## config.mk

```make
export PLATFORM = sky130hd
export DESIGN_NAME = fetch_sequencer_flat
export DESIGN_NICKNAME = d
export VERILOG_FILES = /design/src/rtl/cpu_pkg.sv /design/src/rtl/fetch_sequencer_if.sv /design/src/rtl/fetch_pc_history.sv /design/src/rtl/fetch_sequencer.sv /design/src/flat_wrapper.sv
export SDC_FILE = /design/constraint.sdc
export NUM_CORES = 1
export LEC_CHECK = 0
export CORE_UTILIZATION = 50
export DETAILED_ROUTE_END_ITERATION = 10
export GPL_TIMING_DRIVEN = 1
export PLACE_DENSITY = 0.77
export SETUP_SLACK_MARGIN = 0.05
export SLEW_MARGIN = 20
export SYNTH_ARGS = -nofsm -noshare
export SYNTH_HDL_FRONTEND = slang
export SYNTH_SLANG_ARGS = --single-unit
```

## constraint.sdc

```tcl
create_clock -name clk -period 4 [get_ports clk]
set_clock_uncertainty 0.1 [all_clocks]
set_input_delay 0.8 -clock clk [delete_from_list [all_inputs] [get_ports clk]]
set_output_delay 0.8 -clock clk [all_outputs]
set_load 0.03 [all_outputs]
```

## src/rtl/cpu_pkg.sv

```systemverilog
// Shared definitions for the 16-bit-instruction core front end:
// special encodings, the fetch FSM state type and a decode helper.
package cpu_pkg;

  localparam logic [15:0] NOP_INSTR  = 16'h0000;
  localparam logic [15:0] HALT_INSTR = 16'hFFFF;
  localparam logic [3:0]  BR_OPCODE  = 4'b1101;

  typedef enum logic [1:0] {
    FETCH   = 2'd0,
    WAIT_BR = 2'd1,
    HALTED  = 2'd2
  } fetch_state_t;

  // True when the halfword carries the branch opcode in its top nibble.
  function automatic logic is_branch(input logic [15:0] instr);
    return instr[15:12] == BR_OPCODE;
  endfunction

endpackage

```

## src/rtl/fetch_sequencer_if.sv

```systemverilog
// Instruction-memory bus between the fetch sequencer (master) and the
// instruction memory (slave).
//
// Handshake: imem_req is the master's valid, imem_ack the slave's ready.
// A transfer completes in exactly the cycles where imem_req && imem_ack;
// imem_rdata is only meaningful in such a cycle and imem_addr is stable
// while imem_req is held. The slave may ack in the same cycle as the
// request (zero-wait). An ack without a request is ignored, and the master
// may drop a request without an ack (the fetch is then abandoned).
interface fetch_sequencer_if #(
  parameter int AW = 10
);
  logic          imem_req;
  logic [AW-1:0] imem_addr;
  logic          imem_ack;
  logic [15:0]   imem_rdata;

  modport master (output imem_req, output imem_addr,
                  input  imem_ack, input  imem_rdata);
  modport slave  (input  imem_req, input  imem_addr,
                  output imem_ack, output imem_rdata);
endinterface

```

## src/rtl/fetch_pc_history.sv

```systemverilog
// History of issued PCs, one slot per pipeline step after issue.
// Slot 0 holds the PC in Decode, slot DEPTH-1 the PC in the stage where
// branches resolve; steps without an issue shift in a zero bubble.
module fetch_pc_history #(
  parameter int DEPTH = 2
) (
  input  logic        clk,
  input  logic        reset,
  input  logic        advance,
  input  logic        in_valid,
  input  logic [31:0] in_pc,
  output logic [31:0] oldest_pc
);

  logic [31:0] hist [DEPTH];

  // Shift one slot per advancing cycle; frozen while the pipeline is stalled.
  always_ff @(posedge clk) begin
    if (!reset) begin
      for (int i = 0; i < DEPTH; i++) hist[i] <= '0;
    end else if (advance) begin
      hist[0] <= in_valid ? in_pc : 32'h0;
      for (int i = 1; i < DEPTH; i++) hist[i] <= hist[i-1];
    end
  end

  assign oldest_pc = hist[DEPTH-1];

endmodule

```

## src/rtl/fetch_sequencer.sv

```systemverilog
// Front-end fetch sequencer: owns the PC, fetches halfwords over the imem
// req/ack bus, issues one instruction per cycle to Decode, interlocks on
// branches until Execute resolves them and stops on the halt instruction.
// Optional build macro FETCH_PERF_CNT_EN adds issued/stall counters.
//
// Timing of a branch: the branch counter is loaded with BRANCH_LAT at the
// edge that issues the branch and ticks once per non-stalled cycle, so the
// resolve cycle (counter 0 in WAIT_BR) lies BRANCH_LAT cycles after the
// cycle in which instr_valid shows the branch. The FSM leaves FETCH one
// cycle after issue, so any fetch completing in that cycle is dropped.
module fetch_sequencer
  import cpu_pkg::*;
#(
  parameter int          IMEM_AW    = 10,
  parameter logic [31:0] RESET_PC   = 32'h0,
  parameter int          BRANCH_LAT = 2
) (
  input  logic              clk,
  input  logic              reset,
  fetch_sequencer_if.master imem,
  output logic [15:0]       instruction,
  output logic              instr_valid,
  output logic [31:0]       issue_pc,
  input  logic              branch_taken,
  input  logic [31:0]       delta_instruction,
  input  logic              global_disable,
  output logic              halt,
`ifdef FETCH_PERF_CNT_EN
  output logic [31:0]       issued_count,
  output logic [31:0]       stall_count,
`endif
  output fetch_state_t      fsm_state
);

  localparam int CW = $clog2(BRANCH_LAT + 1);

  fetch_state_t  state, state_nx;
  logic [31:0]   pc;
  logic          skid_valid;
  logic [15:0]   skid_data;
  logic [CW-1:0] br_cnt;
  logic [31:0]   branch_pc;

  logic          req_c;
  logic          issue_en;
  logic [15:0]   issue_data;
  logic          skid_wr;
  logic          skid_rd;
  logic          resolve;
  logic          advance;

  // The pipeline behind us only stalls branch timing while waiting on Execute.
  assign advance = !(state == WAIT_BR && global_disable);

  fetch_pc_history #(.DEPTH(BRANCH_LAT)) u_hist (
    .clk       (clk),
    .reset     (reset),
    .advance   (advance),
    .in_valid  (instr_valid),
    .in_pc     (issue_pc),
    .oldest_pc (branch_pc)
  );

  // Next state, issue selection and skid control.
  always_comb begin
    state_nx   = state;
    req_c      = 1'b0;
    issue_en   = 1'b0;
    issue_data = NOP_INSTR;
    skid_wr    = 1'b0;
    skid_rd    = 1'b0;
    resolve    = 1'b0;
    case (state)
      FETCH: begin
        req_c = !skid_valid;
        if (instr_valid && instruction == HALT_INSTR) begin
          state_nx = HALTED;
        end else if (instr_valid && is_branch(instruction)) begin
          state_nx = WAIT_BR;
        end else if (skid_valid) begin
          if (!global_disable) begin
            issue_en   = 1'b1;
            issue_data = skid_data;
            skid_rd    = 1'b1;
          end
        end else if (imem.imem_ack) begin
          if (global_disable) begin
            skid_wr = 1'b1;
          end else begin
            issue_en   = 1'b1;
            issue_data = imem.imem_rdata;
          end
        end
      end
      WAIT_BR: begin
        if (!global_disable && br_cnt == '0) begin
          resolve  = 1'b1;
          state_nx = FETCH;
        end
      end
      HALTED: begin
        state_nx = HALTED;
      end
      default: state_nx = FETCH;
    endcase
  end

  // State, PC, issue registers, skid buffer and branch counter.
  always_ff @(posedge clk) begin
    if (!reset) begin
      state       <= FETCH;
      pc          <= RESET_PC;
      instruction <= NOP_INSTR;
      instr_valid <= 1'b0;
      issue_pc    <= 32'h0;
      skid_valid  <= 1'b0;
      skid_data   <= NOP_INSTR;
      br_cnt      <= '0;
    end else begin
      state       <= state_nx;
      instr_valid <= issue_en;
      instruction <= issue_en ? issue_data : NOP_INSTR;
      if (issue_en) begin
        issue_pc <= pc;
        pc       <= pc + 32'd1;
      end else if (resolve && branch_taken) begin
        pc <= branch_pc + delta_instruction;
      end
      if (skid_wr) begin
        skid_valid <= 1'b1;
        skid_data  <= imem.imem_rdata;
      end else if (skid_rd) begin
        skid_valid <= 1'b0;
      end
      if (issue_en && is_branch(issue_data)) begin
        br_cnt <= CW'(BRANCH_LAT);
      end else if (advance && br_cnt != '0) begin
        br_cnt <= br_cnt - CW'(1);
      end
    end
  end

`ifdef FETCH_PERF_CNT_EN
  // Free-running performance counters, wrapping at 2^32.
  always_ff @(posedge clk) begin
    if (!reset) begin
      issued_count <= 32'h0;
      stall_count  <= 32'h0;
    end else begin
      if (instr_valid) issued_count <= issued_count + 32'd1;
      if (global_disable && (state == FETCH || state == WAIT_BR))
        stall_count <= stall_count + 32'd1;
    end
  end
`endif

  assign imem.imem_req  = reset && req_c;
  assign imem.imem_addr = pc[IMEM_AW-1:0];
  assign halt           = (state == HALTED);
  assign fsm_state      = state;

endmodule
```

## src/flat_wrapper.sv

```systemverilog
// flat-port wrapper written by rule: the top's interface ports become plain ports
module fetch_sequencer_flat import cpu_pkg::*;
#(
  parameter int          IMEM_AW    = 10,
  parameter logic [31:0] RESET_PC   = 32'h0,
  parameter int          BRANCH_LAT = 2
)
  (clk, reset, instruction, instr_valid, issue_pc, branch_taken, delta_instruction, global_disable, halt, fsm_state, imem_imem_req, imem_imem_addr, imem_imem_ack, imem_imem_rdata);
  fetch_sequencer_if imem_i ();
  input  logic clk;
  input  logic reset;
  output logic [15:0] instruction;
  output logic instr_valid;
  output logic [31:0] issue_pc;
  input  logic branch_taken;
  input  logic [31:0] delta_instruction;
  input  logic global_disable;
  output logic halt;
  output fetch_state_t fsm_state;
  output wire logic [$bits(imem_i.imem_req)-1:0] imem_imem_req;
  output wire logic [$bits(imem_i.imem_addr)-1:0] imem_imem_addr;
  input wire logic [$bits(imem_i.imem_ack)-1:0] imem_imem_ack;
  input wire logic [$bits(imem_i.imem_rdata)-1:0] imem_imem_rdata;
  assign imem_imem_req = imem_i.imem_req;
  assign imem_imem_addr = imem_i.imem_addr;
  assign imem_i.imem_ack = imem_imem_ack;
  assign imem_i.imem_rdata = imem_imem_rdata;
  fetch_sequencer #(.IMEM_AW(IMEM_AW), .RESET_PC(RESET_PC), .BRANCH_LAT(BRANCH_LAT)) u_core (.clk(clk), .reset(reset), .imem(imem_i), .instruction(instruction), .instr_valid(instr_valid), .issue_pc(issue_pc), .branch_taken(branch_taken), .delta_instruction(delta_instruction), .global_disable(global_disable), .halt(halt), .fsm_state(fsm_state));
endmodule
```

==> impl_summary.txt <==
----------------------------------------------------
[Global routing]
  Number of global-route vias before repair ... 6801
  Overflow after GRT ... 0
  Maximum number of pins on one net before global-route repair ... 90
  Antenna violations before repair ... 0
  Wire length of the first global-routing pass ... 34000 µm
  Total routing usage reported by global routing ... 24.3%

[Die]
  Floorplan row count ... 47
  Die X-Extent ... 133 µm
  Die area ... 17800 µm²
  Placeable Area ... 16700 µm²
  Floorplan die height ... 133 µm
  Initial cell density of the core ... 51.7%
  Ports ... 116

[Route]
  Post-DR wirelength/cell ... 16.9 µm
  Total detailed-routing wirelength ... 20800 µm
  Iteration-0 DRC Markers ... 606
  Number of search-and-repair iterations in the first detailed-routing pass ... 5
  Antenna-violating nets left ... 0
  Vias ... 7102
  Post-route DRC violation count ... 0
  Drt via density ... 5.78

[Min path]
  Hold Crit Start ... u_core.issue_pc[26]$_SDFFE_PN0N_
  Worst min-delay path category ... reg -> reg

[CTS]
  CTS tree ... done
  Post-CTS Setup Bufs ... 0
  Root buffer cell ... clkbuf_16
  Clock net sink count ... 166
  Number of hold-repair buffers added at the cts stage ... 0
  Worst-path clk slew ... 0.07 ns
  Number of buffers inserted during clock tree synthesis ... 17
  Number of levels in the clock H-tree ... 4
  Worst-skew pair later-pin latency ... 0.44 ns
  Buffers from clock root to sink, at most ... 2
  Resize count post-CTS ... 0

[Critical path]
  Data arrival time at the worst-slack endpoint ... 3.79 ns
  Delay of the slowest cell on the worst path ... 0.46 ns
  Cell mode on critical path ... o21ai_0
  Data required time at the worst endpoint ... 4.22 ns
  Critical path cell sequence ... clkdlybuf4s50_1, ha_1, fa_1, a21oi_1, o211a_1, and4bb_2, a2111oi_2, o21ai_0, a31oi_1, xor2_1, o21ai_0
  Crit path launch ... delta_instruction[0]
  Startpoint of the worst register-to-register path ... u_core.u_hist.hist[0][32]$_SDFFCE_PN0P_
  Launching element type of the critical path ... primary input
  CP endpoint kind ... flip-flop
  Critical setup path kind ... in -> reg
  Slowest stage cell, crit path ... clkdlybuf4s50_1
  Highest fanout seen on the critical path ... 3

[Synthesis]
  Seq cells post-synth ... 166
  Sequential fraction of the synthesis area ... 45.9%
  Cell with the most instances after synthesis ... nand2_1
  Leading cell types by total area after synthesis ... dfxtp_1 (24%), edfxtp_1 (22%), nand2_1 (5.5%)
  Number of distinct library cells after synthesis ... 75
  Post-synthesis cell area ... 8630 µm²
  Dominant register cell in the synthesized netlist ... dfxtp_1
  Post-Synthesis Cells ... 907
  Cell taking the most area after synthesis ... dfxtp_1
  Most common library cells after synthesis ... nand2_1 (127), dfxtp_1 (102), edfxtp_1 (64), a21oi_1 (55), nor2_1 (52)
  Average cell area after synthesis ... 9.51 µm²
  Count of yosys warnings during synthesis ... 0
  Fraction of synthesized cell area taken by the top area cell type ... 23.7%
  Number of flops mapped to enable cells by yosys ... 64
  Synth Net Count ... 994
  Async S/R FF share, synth ... 0%

[STA]
  Min Tclk post-route ... 3.57 ns
  Setup repair after global routing missed its margin ... no
  Total negative setup slack ... 0 ns
  Upper clock frequency limit ... 0.280 GHz
  Final setup violating endpoints ... 0
  Number of slew-limit violations in the final report ... 0
  Crit path setup slack, layout ... 0.426 ns
  Final number of hold-violating endpoints ... 0
  Max_slew headroom ... 40.9%
  Fraction of the cycle the final worst path needs ... 89.3%
  Worst Max-Slew Pin Slew ... 0.886 ns
  Final worst hold slack ... 0.376 ns

[Finish]
  Share of cells above drive strength 1 ... 6.75%
  Number of antenna diodes ... 0
  Syn-to-layout area delta ... 21.2%
  Fillcell total ... 1429
  Fin nets ... 1082

[Job]
  Maximum Capacitance Violations ... 0

[Placement]
  Dpl ws ... 0.00723 ns
  HPWL Detailed ... 14200 µm
  Number of buffers added on ports ... 115
  RePlAce Congestion ... 0.906

[Power and ir drop]
  Power per cell area ... 357 nW/µm²
  Peak supply drop ... 0.328 mV
  Lkg Pwr ... 4.22 nW

[Status]
  Result of the run ... complete, no violations

----------------------------------------------------
cell type report:
| class | count | area [µm²] | share of cell area (%) |
|---|---|---|---|
| clock buffer | 17 | 425 | 4.07 |
| clock inverter | 15 | 154 | 1.47 |
| inverter | 8 | 30.0 | 0.287 |
| multi-input combinational | 672 | 4330 | 41.5 |
| sequential | 166 | 3960 | 37.9 |
| tap | 220 | 275 | 2.63 |
| timing repair buffer | 130 | 1270 | 12.2 |
sequential cells by signal (all words and copies together) (netlist names):
name,flops
u_core.skid_data,16
u_core.u_hist.hist,64
u_core.fsm_state,2
u_core.skid_valid,1
u_core.br_cnt,2
u_core.instr_valid,1
u_core.issue_pc,32
u_core.pc,32
u_core.instruction,16
per-stage QoR:
stage / area (µm²) / cells / power [mW] / util (%)
after floorplan: 8630 / 907 / 2.03 / -
after global placement: 9870 / 1196 / 2.15 / 59.1
after detailed placement: 9870 / 1196 / 2.15 / 59.1
after CTS: 10500 / 1228 / 3.75 / 62.6
after global routing: 10500 / 1228 / 3.87 / 62.6
final: 10500 / 1228 / 3.73 / 62.6
critical path: cells and delay by family:
kind | cells | cell delay, ns
fa+ha+maj | 2 | 0.68
buf+inv | 1 | 0.46
simple gates | 1 | 0.26
compound gates | 6 | 1.40
xor+xnor | 1 | 0.19
layer usage:
metal  share of wire [%]  vias to the layer above  track usage [%]
li1                    -                     3464                -
met1                  46                     3385             32.1
met2                  46                      226             39.0
met3                 6.3                       27             5.94
met4                 1.6                        0             7.89
met5                   0                        -                0
worst paths after layout:
check                           cells past startpoint                               end  slack [ns]
worst max-delay path                               11        u_core.pc[28]$_SDFFE_PN0P_        0.43
worst min-delay path                                2  u_core.issue_pc[26]$_SDFFE_PN0N_        0.38
worst min register to register                      2  u_core.issue_pc[26]$_SDFFE_PN0N_        0.38
worst max register to register                     10        u_core.pc[28]$_SDFFE_PN0P_        0.90
logic make-up after synthesis:
logic type,synth area share [%]
and+or+nand+nor,21.1
AOI/OAI and AO/OA,18.1
DFF,45.9
buffers and inverters,4.16
adders and majority gates,5.02
xor gates and xnor gates,2.64
muxes,3.03
report_power, final:
group          internal, mW  total [mW]  switching [mW]
Sequential             1.77        1.78          0.0180
Combinational         0.147       0.330           0.184
Clock                 0.835        1.61           0.779
layout by cell type, fill, tap and decap left out, types with 14 or more instances in the layout:
cell type / synthesis / layout
nand2_1: 127 / 127
clkdlybuf4s50_1: 0 / 114
dfxtp_1: 102 / 102
edfxtp_1: 64 / 64
a21oi_1: 55 / 55
nor2_1: 52 / 51
and3_1: 50 / 50
a21boi_0: 41 / 41
and2_1: 35 / 35
ha_1: 33 / 33
nor2b_1: 29 / 29
o21ai_0: 27 / 27
mux2i_1: 25 / 25
nand3_1: 23 / 22
clkbuf_16: 0 / 17
a21o_1: 15 / 15
a22oi_1: 14 / 14
xnor2_1: 14 / 14
buf_4: 12 / 14
Power figures use the tool's default switching activity.
